[src/rtl/pc_fetch_unit_if.sv]
// Instruction-memory fetch bus between the fetch unit (master) and instruction memory (slave).
interface pc_fetch_unit_if;
  logic        imem_req;
  logic [31:0] imem_addr;
  logic        imem_ready;
  logic [31:0] imem_rdata;

  modport master (
    output imem_req,
    output imem_addr,
    input  imem_ready,
    input  imem_rdata
  );

  modport slave (
    input  imem_req,
    input  imem_addr,
    output imem_ready,
    output imem_rdata
  );
endinterface

[src/rtl/pc_fetch_unit.sv]
// Program counter and single-outstanding instruction fetch with redirect handling,
// bounded fetch wait, and a sticky fault that halts the unit until reset.
module pc_fetch_unit #(
  parameter logic [31:0] RESET_PC = 32'h0000_0000,
  parameter int unsigned TIMEOUT  = 16
) (
  input  logic                   clk,
  input  logic                   rst_n,
  pc_fetch_unit_if.master        imem,
  output logic [31:0]            instr,
  output logic                   instr_valid,
  input  logic                   instr_ack,
  output logic [31:0]            pc,
  output logic [31:0]            pc_plus4,
  input  logic                   branch_taken,
  input  logic                   jump,
  input  logic                   jalr,
  input  logic [31:0]            imm_ext,
  input  logic [31:0]            rs1_data,
  output logic                   fault,
  output logic [1:0]             fault_cause,
  output logic [31:0]            instret
);

  typedef enum logic [1:0] {
    FETCH = 2'd0,
    HOLD  = 2'd1,
    HALT  = 2'd2
  } state_t;

  localparam logic [31:0] NOP_INSTR    = 32'h0000_0013;
  localparam logic [7:0]  TIMEOUT_LAST = 8'(TIMEOUT - 1);

  state_t      state_q, state_d;
  logic [31:0] pc_q, pc_d;
  logic [31:0] instr_q, instr_d;
  logic [31:0] instret_q, instret_d;
  logic        fault_q, fault_d;
  logic [1:0]  cause_q, cause_d;
  logic [7:0]  wait_q, wait_d;
  logic [31:0] next_pc;

  always_ff @(posedge clk or negedge rst_n) begin
    if (!rst_n) begin
      state_q   <= FETCH;
      pc_q      <= RESET_PC;
      instr_q   <= NOP_INSTR;
      instret_q <= '0;
      fault_q   <= 1'b0;
      cause_q   <= 2'b00;
      wait_q    <= '0;
    end else begin
      state_q   <= state_d;
      pc_q      <= pc_d;
      instr_q   <= instr_d;
      instret_q <= instret_d;
      fault_q   <= fault_d;
      cause_q   <= cause_d;
      wait_q    <= wait_d;
    end
  end

  // JALR outranks JAL/branch; bit 0 of a JALR target is cleared before the alignment test.
  always_comb begin
    next_pc = pc_q + 32'd4;
    if (jalr) begin
      next_pc = (rs1_data + imm_ext) & ~32'h1;
    end else if (jump || branch_taken) begin
      next_pc = pc_q + imm_ext;
    end
  end

  always_comb begin
    state_d   = state_q;
    pc_d      = pc_q;
    instr_d   = instr_q;
    instret_d = instret_q;
    fault_d   = fault_q;
    cause_d   = cause_q;
    wait_d    = wait_q;
    case (state_q)
      FETCH: begin
        if (imem.imem_ready) begin
          instr_d = imem.imem_rdata;
          wait_d  = '0;
          state_d = HOLD;
        end else if (wait_q == TIMEOUT_LAST) begin
          fault_d = 1'b1;
          cause_d = 2'b10;
          state_d = HALT;
        end else begin
          wait_d = wait_q + 8'd1;
        end
      end
      HOLD: begin
        if (instr_ack) begin
          instret_d = instret_q + 32'd1;
          if (next_pc[1:0] != 2'b00) begin
            fault_d = 1'b1;
            cause_d = 2'b01;
            state_d = HALT;
          end else begin
            pc_d    = next_pc;
            state_d = FETCH;
          end
        end
      end
      HALT: begin
      end
      default: begin
        state_d = HALT;
      end
    endcase
  end

  assign imem.imem_req  = (state_q == FETCH);
  assign imem.imem_addr = pc_q;
  assign instr_valid    = (state_q == HOLD);
  assign instr          = instr_q;
  assign pc             = pc_q;
  assign pc_plus4       = pc_q + 32'd4;
  assign fault          = fault_q;
  assign fault_cause    = cause_q;
  assign instret        = instret_q;

endmodule
[src/flat_wrapper.sv]
// flat-port wrapper written by rule: the top's interface ports become plain ports
module pc_fetch_unit_flat 
#(
  parameter logic [31:0] RESET_PC = 32'h0000_0000,
  parameter int unsigned TIMEOUT  = 16
)
  (clk, rst_n, instr, instr_valid, instr_ack, pc, pc_plus4, branch_taken, jump, jalr, imm_ext, rs1_data, fault, fault_cause, instret, imem_imem_req, imem_imem_addr, imem_imem_ready, imem_imem_rdata);
  pc_fetch_unit_if imem_i ();
  input  logic clk;
  input  logic rst_n;
  output logic [31:0] instr;
  output logic instr_valid;
  input  logic instr_ack;
  output logic [31:0] pc;
  output logic [31:0] pc_plus4;
  input  logic branch_taken;
  input  logic jump;
  input  logic jalr;
  input  logic [31:0] imm_ext;
  input  logic [31:0] rs1_data;
  output logic fault;
  output logic [1:0] fault_cause;
  output logic [31:0] instret;
  output wire logic [$bits(imem_i.imem_req)-1:0] imem_imem_req;
  output wire logic [$bits(imem_i.imem_addr)-1:0] imem_imem_addr;
  input wire logic [$bits(imem_i.imem_ready)-1:0] imem_imem_ready;
  input wire logic [$bits(imem_i.imem_rdata)-1:0] imem_imem_rdata;
  assign imem_imem_req = imem_i.imem_req;
  assign imem_imem_addr = imem_i.imem_addr;
  assign imem_i.imem_ready = imem_imem_ready;
  assign imem_i.imem_rdata = imem_imem_rdata;
  pc_fetch_unit #(.RESET_PC(RESET_PC), .TIMEOUT(TIMEOUT)) u_core (.clk(clk), .rst_n(rst_n), .imem(imem_i), .instr(instr), .instr_valid(instr_valid), .instr_ack(instr_ack), .pc(pc), .pc_plus4(pc_plus4), .branch_taken(branch_taken), .jump(jump), .jalr(jalr), .imm_ext(imm_ext), .rs1_data(rs1_data), .fault(fault), .fault_cause(fault_cause), .instret(instret));
endmodule
[config.mk]
export PLATFORM = sky130hd
export DESIGN_NAME = pc_fetch_unit_flat
export DESIGN_NICKNAME = d
export VERILOG_FILES = /design/src/rtl/pc_fetch_unit_if.sv /design/src/rtl/pc_fetch_unit.sv /design/src/flat_wrapper.sv
export SDC_FILE = /design/constraint.sdc
export NUM_CORES = 1
export LEC_CHECK = 0
export CAP_MARGIN = 20
export CORE_UTILIZATION = 53
export CTS_CLUSTER_DIAMETER = 30
export CTS_CLUSTER_SIZE = 14
export DETAILED_ROUTE_END_ITERATION = 10
export PLACE_DENSITY = 0.95
export SLEW_MARGIN = 10
export SYNTH_ARGS = -nofsm -noshare
export SYNTH_HDL_FRONTEND = slang
export SYNTH_SLANG_ARGS = --single-unit
[constraint.sdc]
create_clock -name clk -period 4.05 [get_ports clk]
set_input_delay 1.0125 -clock clk [delete_from_list [all_inputs] [get_ports clk]]
set_output_delay 1.0125 -clock clk [all_outputs]
set_load 0.01 [all_outputs]
### After elaboration in Yosys (flattened, before gate mapping)

Cells that the tools add are included.

| storage, ports and cells | value |
|---|---|
| input port bits | 103 |
| bits in registers | 109 |
| logic and storage cells | 51 |

| operators by class | value |
|---|---|
| equality and inequality tests | 9 |
| $add $sub $neg | 5 |
| bitwise logic cells | 2 |
| multiplexer cells | 18 |
| reductions and logical operators | 10 |

Operators with widths:

| operator | number |
|---|---|
| 32-bit adder | 2 |
| 32-bit two-way mux | 2 |
| 32-bit by 1-bit adder with 32-bit output, second input constant | 1 |
| 32-bit by 3-bit adder with 32-bit output, second input constant | 1 |
| 8-bit two-way mux | 2 |
| 2-bit two-way mux | 7 |
| 8-bit by 1-bit adder with 8-bit output, second input constant | 1 |
| 8-bit by 4-bit == test with 1-bit output, second input constant | 1 |
| 2-bit by 1-bit != test with 1-bit output, second input constant | 3 |
| 2-bit one-hot mux with 3 select lines | 1 |
| 2-bit AND reduction | 3 |
| 3-bit AND reduction | 2 |
| 5-bit AND reduction | 1 |
| 1-bit two-way mux | 4 |
| 2-bit != test, second input constant | 2 |
| 2-bit one-hot mux with 2 select lines | 1 |
| 2-bit nonzero test | 2 |
| 3-bit by 1-bit != test with 1-bit output, second input constant | 1 |
| 2-bit by 1-bit == test with 1-bit output, second input constant | 1 |
| 2-bit == test, second input constant | 1 |
| 2-bit logical NOT | 1 |
| 1-bit NOT | 2 |
| 1-bit one-hot mux with 2 select lines | 1 |
| 1-bit logical OR | 1 |

### Logic depth before layout (Yosys ltp)

Gate-level depths: netlist of the first run.

| logic depth | value |
|---|---|
| depth after elaboration | 7 |
| mapped depth | 12 |
| depth with buffers taken out | 10 |

### Worst setup path after synthesis of the first run

Ideal clock, no wire load.

| timing path | value |
|---|---|
| path type | in2reg |
| start point | input imm_ext[0] |
| end point | register u_core.pc_q[26] (netlist: u_core.imem.imem_addr[26]) |
| data required time | 3.926 ns |
| slack | 0.866 ns |
| path buffers | 0 |
| data arrival time | 3.060 ns |
| library setup time | 0.124 ns |
| stages | 10 |
| cell sequence | and2_1 > fa_1 > a211o_1 > o211ai_1 > a21o_1 > a211oi_2 > o21ai_1 > or3_1 > o211ai_1 > a211o_1 |

| on the way | value |
|---|---|
| longest elaborated chain between the ends | 6 |
| elaborated cells between the ends (all ways) | 7 |
| classes of those cells | 2 x add/sub; 2 x mux; 1 x bitwise; 2 x reduce/logical |

Ends and longest elaborated chain:

| item | RTL line | source |
|---|---|---|
| start, declared | flat_wrapper.sv:19 | `input logic [31:0] imm_ext;` |
| 32-bit adder | pc_fetch_unit.sv:69 | `next_pc = pc_q + imm_ext;` |
| 32-bit two-way mux | pc_fetch_unit.sv:68 | `end else if (jump \|\| branch_taken) begin` |
| 32-bit two-way mux * | pc_fetch_unit.sv:66 | `if (jalr) begin` |
| 2-bit nonzero test | pc_fetch_unit.sv:98 | `if (next_pc[1:0] != 2'b00) begin` |
| 1-bit NOT (no source line) | -- |  |
| 3-bit AND reduction (no source line) | -- |  |
| end signal, assigned | pc_fetch_unit.sv:54 | `pc_q <= pc_d;` |
| end, declared | pc_fetch_unit.sv:35 | `logic [31:0] pc_q, pc_d;` |

Mark *: on every way between the ends. The rest lies on a longest branch, timed or not.
A chain may end at the register's enable or synchronous reset.

### Worst setup path in the final report of the first run

| timing path | value |
|---|---|
| start point | register u_core.pc_q[2] (netlist: u_core.imem.imem_addr[2]) |
| end point | output pc_plus4[24] |

| on the way | value |
|---|---|
| longest elaborated chain between the ends | 1 |

Ends and longest elaborated chain:

| item | RTL line | source |
|---|---|---|
| 32-bit by 3-bit adder with 32-bit output | pc_fetch_unit.sv:121 | `assign pc_plus4 = pc_q + 32'd4;` |
| end, declared | flat_wrapper.sv:15 | `output logic [31:0] pc_plus4;` |

No other way between the ends.

==> impl_metrics.toml, run 1 <==
[power_and_ir_drop]
p_seq_frac = 0.258
powerDensity_mw_per_mm2 = 568.9
p_sw_uw = 2992
leakage_uw = 0.005187
intPower_uw = 4082
vdd_drop_max_mv = 0.3761
swShare = 0.4230
p_comb_frac = 0.614
p_total_uw = 7074
pwr-share-clk = 0.128

[worst_setup_path]
cp-start-kind = "flip-flop"
critPathCaptureType = "output port"
r2r_slack_ns = 1.11
cp.required_ns = 3.04
path_cells = "ha_2 -> nand3_1 -> nor4_4 -> buf_4 -> and2_1 -> nand4_1 -> xnor2_1 -> clkdlybuf4s50_1"
critPathArrivalTime_ns = 2.87
critPathTopFamily = "buffers and inverters"
critPathKind = "reg2out"
cpMaxStageDelayCell = "clkdlybuf4s50_1"
slowest_delay_ns = 0.59
crit_fanout = 8
path_buf_inv = 2

[routing]
vias = 9467
drc = 0
drt-initial-drc-count = 917
firstDrtPassIters = 5
finalWirelength_um = 30820
vias_per_cell = 6.143
avgRoutedWirePerCell_um = 20.00
antenna_left = 0

[place]
place_ws_ns = 0.04314
dpl.hpwl_um = 24260
portBuffers = 267
dp.cells = 1523
place_congestion = 0.9530

[die]
die_h_um = 134.6
die-area_mm2 = 0.01811
ioPinCount = 268
die_w_um = 134.6
coreArea_mm2 = 0.01724
start_util = 0.5405
rows = 48

[final_layout]
drive_above_1_share = 0.1027
layoutNonFillerInstCount = 1541
area_growth_pct = 33.47
layout.nets = 1479

[cts]
cts_tree = "built"
cts.sinks = 109
cts_buffers = 9
hold_buffers = 0
insertion_delay_ns = 0.36
cts_root_buffer = "clkbuf_16"
clkTransAtPathRegs_ns = 0.07
cts_max_level = 3
clock_path_buffers = 2

[sta]
setup_viol = 0
fin_crit_ns = 3.879
worst_pin_slew_ns = 0.7995
hold_slack_ns = 0.4830
finalHoldViolCount = 0
grt_setup_unrepaired = "false"
final_max_slew_viol_count = 0
finalCritPeriodShare = 0.9577
setup_ws_ns = 0.1711
fin_skew_ns = 0.01270
worst_slew_margin_rel = 0.4670
fin_tns_setup_ns = 0
clock.fmax_ghz = 0.2578

[synthesis]
synth_seq_cells = 109
synthTopCellsByArea = "dfrtp_1 28%, ha_1 8.6%, xnor2_1 6.5%, nand2_1 4.4%, mux2_2 4.0%"
synth.distinct_cells = 90
yosysTopAreaCellShare = 0.2847
synth_cells = 1069
postSynthAreaPerCell_um2 = 8.715
seq_area_frac_synth = 0.2932
synth_async_sr_flop_share = 1.000
synthMostInstantiatedCell = "nand2_1"
synth_common_cells = "108 x nand2_1, 106 x dfrtp_1, 81 x nor2_1"
yosysTopAreaCell = "dfrtp_1"
synth_edf_count = 0
synth_fp_nets = 1238
syn-cell-area_mm2 = 0.009316
synthFlopType = "dfrtp_1"
synth_warnings = 0

[job]
drv_cap = 0

[global_routing]
grt_usage = 0.3349
grt-ovfl-total = 0
grt_max_degree = 56
grt_pass1_vias = 8946
grt_pass1_wl_um = 47000
antenna_found_initial = 1

[status]
status = "complete, no violations"

[worst_hold_path]
holdCritPathClass = "reg2reg"
[final cells by class]
class / instances / area [um^2]
Multi-Input combinational cell: 867 / 6085
Fill cell: 1296 / 4802
Timing Repair Buffer: 306 / 2975
Sequential cell: 109 / 2733
Tap cell: 225 / 281.5
Clock buffer: 10 / 239.0
Inverter: 17 / 63.81
Clock inverter: 6 / 55.05
Antenna cell: 1 / 2.502
[registers in the layout, summed over array words and instances (netlist names)]
name                   flops
u_core.fault               1
u_core.fault_cause         2
u_core.imem.imem_addr     32
u_core.instr              32
u_core.instret            32
u_core.state_q             2
u_core.wait_q              8
[final timing paths]
path,to,from,depth (start not counted)
max,pc_plus4[24],u_core.imem.imem_addr[2],8
min,u_core.instret[31],u_core.instret[31],1
max reg2reg,u_core.imem.imem_addr[16],u_core.imem.imem_addr[0],10
min reg2reg,u_core.instret[31],u_core.instret[31],1
max in group asynchronous,u_core.instr[18],rst_n,2
min in group asynchronous,u_core.imem.imem_addr[8],rst_n,1
[per-layer routing]
metal,vias to the layer above,track usage,routed length (um)
met5,-,0,0
met4,0,0.1342,1011
met3,83,0.05368,2962
met2,548,0.5579,14540
met1,4448,0.4344,12300
li1,4388,-,-
[kinds of logic after synthesis]
group                    synth area share
buffers and inverters             0.05399
AND/OR/NAND/NOR                    0.2025
adder cells (fa/ha/maj)           0.09025
XOR/XNOR                          0.09589
flip-flops                         0.2932
multiplexers                      0.05063
AO/OA/AOI/OAI                      0.2135
[placed cells by master, fill, tap and decap left out, types with 24 or more instances in the layout]
| cell | count |
|---|---|
| ha_1 | 63 |
| nor2_1 | 81 |
| a21oi_1 | 68 |
| mux2_2 | 33 |
| xnor2_1 | 69 |
| a21o_1 | 24 |
| buf_4 | 39 |
| xor2_1 | 33 |
| clkdlybuf4s50_1 | 266 |
| dfrtp_1 | 105 |
| nand3_1 | 40 |
| nand2_1 | 108 |
| o21ai_0 | 59 |
[repair_timing]
action	in CTS	in global routing
resized for setup	0	2
setup buffers	0	1
setup endpoints to repair	0	4
[per-stage QoR]
stage / instance area (um^2) / util
final: 12430 / 0.7214
after global routing: 12430 / 0.7214
after CTS: 12420 / 0.7206
after detailed placement: 12130 / 0.7035
after global placement: 12130 / 0.7035
after floorplan: 9316 / -
[power by group through the flow]
stage	sequential [uW]	combinational [uW]	clock (uW)
2_1_floorplan	1930	2270	0
3_3_place_gp	1810	4180	0
3_5_place_dp	1840	4260	0
4_1_cts	1820	4280	911
5_1_grt	1870	4630	957
6_report	1830	4340	906
Note: power is estimated with default switching activity, not from simulation.
==> run 2: changes to the inputs <==
--- a/config.mk
+++ b/config.mk
@@ -6,11 +6,13 @@
 export NUM_CORES = 1
 export LEC_CHECK = 0
 export CAP_MARGIN = 20
+export CORE_ASPECT_RATIO = 0.8
 export CORE_UTILIZATION = 53
 export CTS_CLUSTER_DIAMETER = 30
 export CTS_CLUSTER_SIZE = 14
 export DETAILED_ROUTE_END_ITERATION = 10
 export PLACE_DENSITY = 0.95
+export SKIP_LAST_GASP = 1
 export SLEW_MARGIN = 10
 export SYNTH_ARGS = -nofsm -noshare
 export SYNTH_HDL_FRONTEND = slang
==> run 2 against run 1 <==
  * Sequential cell count unchanged
  * Total power is 1.7% higher
  * Maximum frequency about the same
  * Cell area rose by 0.65%
==> impl_metrics.toml, run 2 (same netlist as run 1, synthesis figures left out) <==
[worst_setup_path]
cp.required_ns = 3.04
critPathCaptureType = "output port"
r2r-start = "u_core.imem.imem_addr[0]"
critPathArrivalTime_ns = 2.87
crit_fanout = 7
critPathTopFamily = "simple AND/OR/NAND/NOR gates"
reg2regPathDepth = 12
r2r_slack_ns = 0.99
crit_start = "u_core.imem.imem_addr[14]"
slowest_delay_ns = 0.57
path_cells = "nand4_1 -> nor2_1 -> nand4_4 -> nor3_2 -> nand3_1 -> xnor2_1 -> clkdlybuf4s50_1"
path_buf_inv = 1
worst_r2r_endpoint = "u_core.imem.imem_addr[24]"
critPathKind = "reg2out"
cp-start-kind = "flip-flop"
cpMaxStageDelayCell = "clkdlybuf4s50_1"

[routing]
firstDrtPassIters = 5
avgRoutedWirePerCell_um = 21.25
vias_per_cell = 6.295
finalWirelength_um = 32750
drc = 0
vias = 9700
antenna_left = 0
drt-initial-drc-count = 1024

[sta]
worst_pin_slew_ns = 0.8234
final_max_slew_viol_count = 0
fin_skew_ns = 0.007083
setup_viol = 0
grt_setup_unrepaired = "false"
fin_tns_setup_ns = 0
finalCritPeriodShare = 0.9580
clock.fmax_ghz = 0.2577
finalHoldViolCount = 0
hold_slack_ns = 0.5043
worst_slew_margin_rel = 0.4468
fin_crit_ns = 3.880

[final_layout]
diodes = 0
layout.nets = 1485
multi_input_area_mm2 = 0.006082
final_cell_mix = "266 x clkdlybuf4s50_1, 108 x nand2_1, 105 x dfrtp_1"
drive_above_1_share = 0.1052
nFillCells = 1202
area_growth_pct = 34.34
layout_commonest_cell = "clkdlybuf4s50_1"
layout.area.seq_mm2 = 0.002733

[cts]
insertion_delay_ns = 0.36
cts.sinks = 109
clkTransAtPathRegs_ns = 0.08
cts_tree = "built"
cts_max_level = 3
cts_buffers = 9
clock_path_buffers = 2
cts_root_buffer = "clkbuf_16"

[die]
rows = 42
coreArea_mm2 = 0.01687
die_h_um = 120.6
start_util = 0.5523
die-area_mm2 = 0.01812
ioPinCount = 268
die_w_um = 150.2

[global_routing]
grt_pass1_wl_um = 49630
grt-ovfl-total = 0
grt_usage = 0.3588
grt_pass1_vias = 9240
grt_max_degree = 83
antenna_found_initial = 0

[worst_hold_path]
hold_depth = 1
hold-path-endpoint = "u_core.instret[7]"
holdCritPathClass = "reg2reg"
min-delay-start = "u_core.instret[7]"

[power_and_ir_drop]
powerDensity_mw_per_mm2 = 574.7
vdd_drop_max_mv = 0.3120
leakage_uw = 0.005242

[place]
portBuffers = 267
place_congestion = 0.9803
dpl.hpwl_um = 25070

[status]
status = "complete, no violations"

[job]
drv_cap = 0
run 2: final cells by class:
class                           count  area share
Multi-Input combinational cell    867      0.4860
Sequential cell                   109      0.2183
Clock inverter                      6    0.008397
Clock buffer                       10     0.01829
Tap cell                          220     0.02199
Timing Repair Buffer              312      0.2419
Inverter                           17    0.005098
run 2: timing repair:
item                       4_1_cts  5_1_grt
setup endpoints to repair        0        3
gates resized for setup          0        1
hold buffers                     0        0
setup buffers                    0        2
run 2: report_power, final:
group	internal, uW	switching, uW	leakage (uW)
registers	1430	398	0.00140
logic	2210	2150	0.00368
clock network	556	447	0.000162
total	4200	3000	0.00524
run 2: worst max path at each step:
stage	slack, ns	endpoint	depth (start not counted)
floorplan	0.87	u_core.imem.imem_addr[26]	10
global placement	0.11	u_core.imem.imem_addr[24]	13
detailed placement	0.05	u_core.imem.imem_addr[30]	11
CTS	0.09	pc_plus4[24]	6
global route	0.06	pc_plus4[24]	7
finish	0.17	pc_plus4[31]	7
run 2: layer usage:
metal / vias to the layer above / track usage / wire length [um] / part of all wire
met4: 0 / 0.1610 / 1394 / 0.043
li1: 4384 / - / - / -
met5: - / 0 / 0 / 0
met2: 632 / 0.5651 / 14580 / 0.45
met3: 123 / 0.08717 / 3752 / 0.11
met1: 4561 / 0.4655 / 13010 / 0.40
run 2: per-stage QoR:
step / total power, uW / util / setup WS (ns) / area, um^2 / std cells
after global placement: 6000 / 0.7196 / 0.1104 / 12140 / 1522
after detailed placement: 6102 / 0.7196 / 0.05364 / 12140 / 1522
final: 7193 / 0.7420 / 0.1700 / 12520 / 1541
after CTS: 7123 / 0.7394 / 0.08815 / 12470 / 1538
after global routing: 7580 / 0.7420 / 0.06100 / 12520 / 1541
after floorplan: 4199 / - / 0.8664 / 9316 / 1069
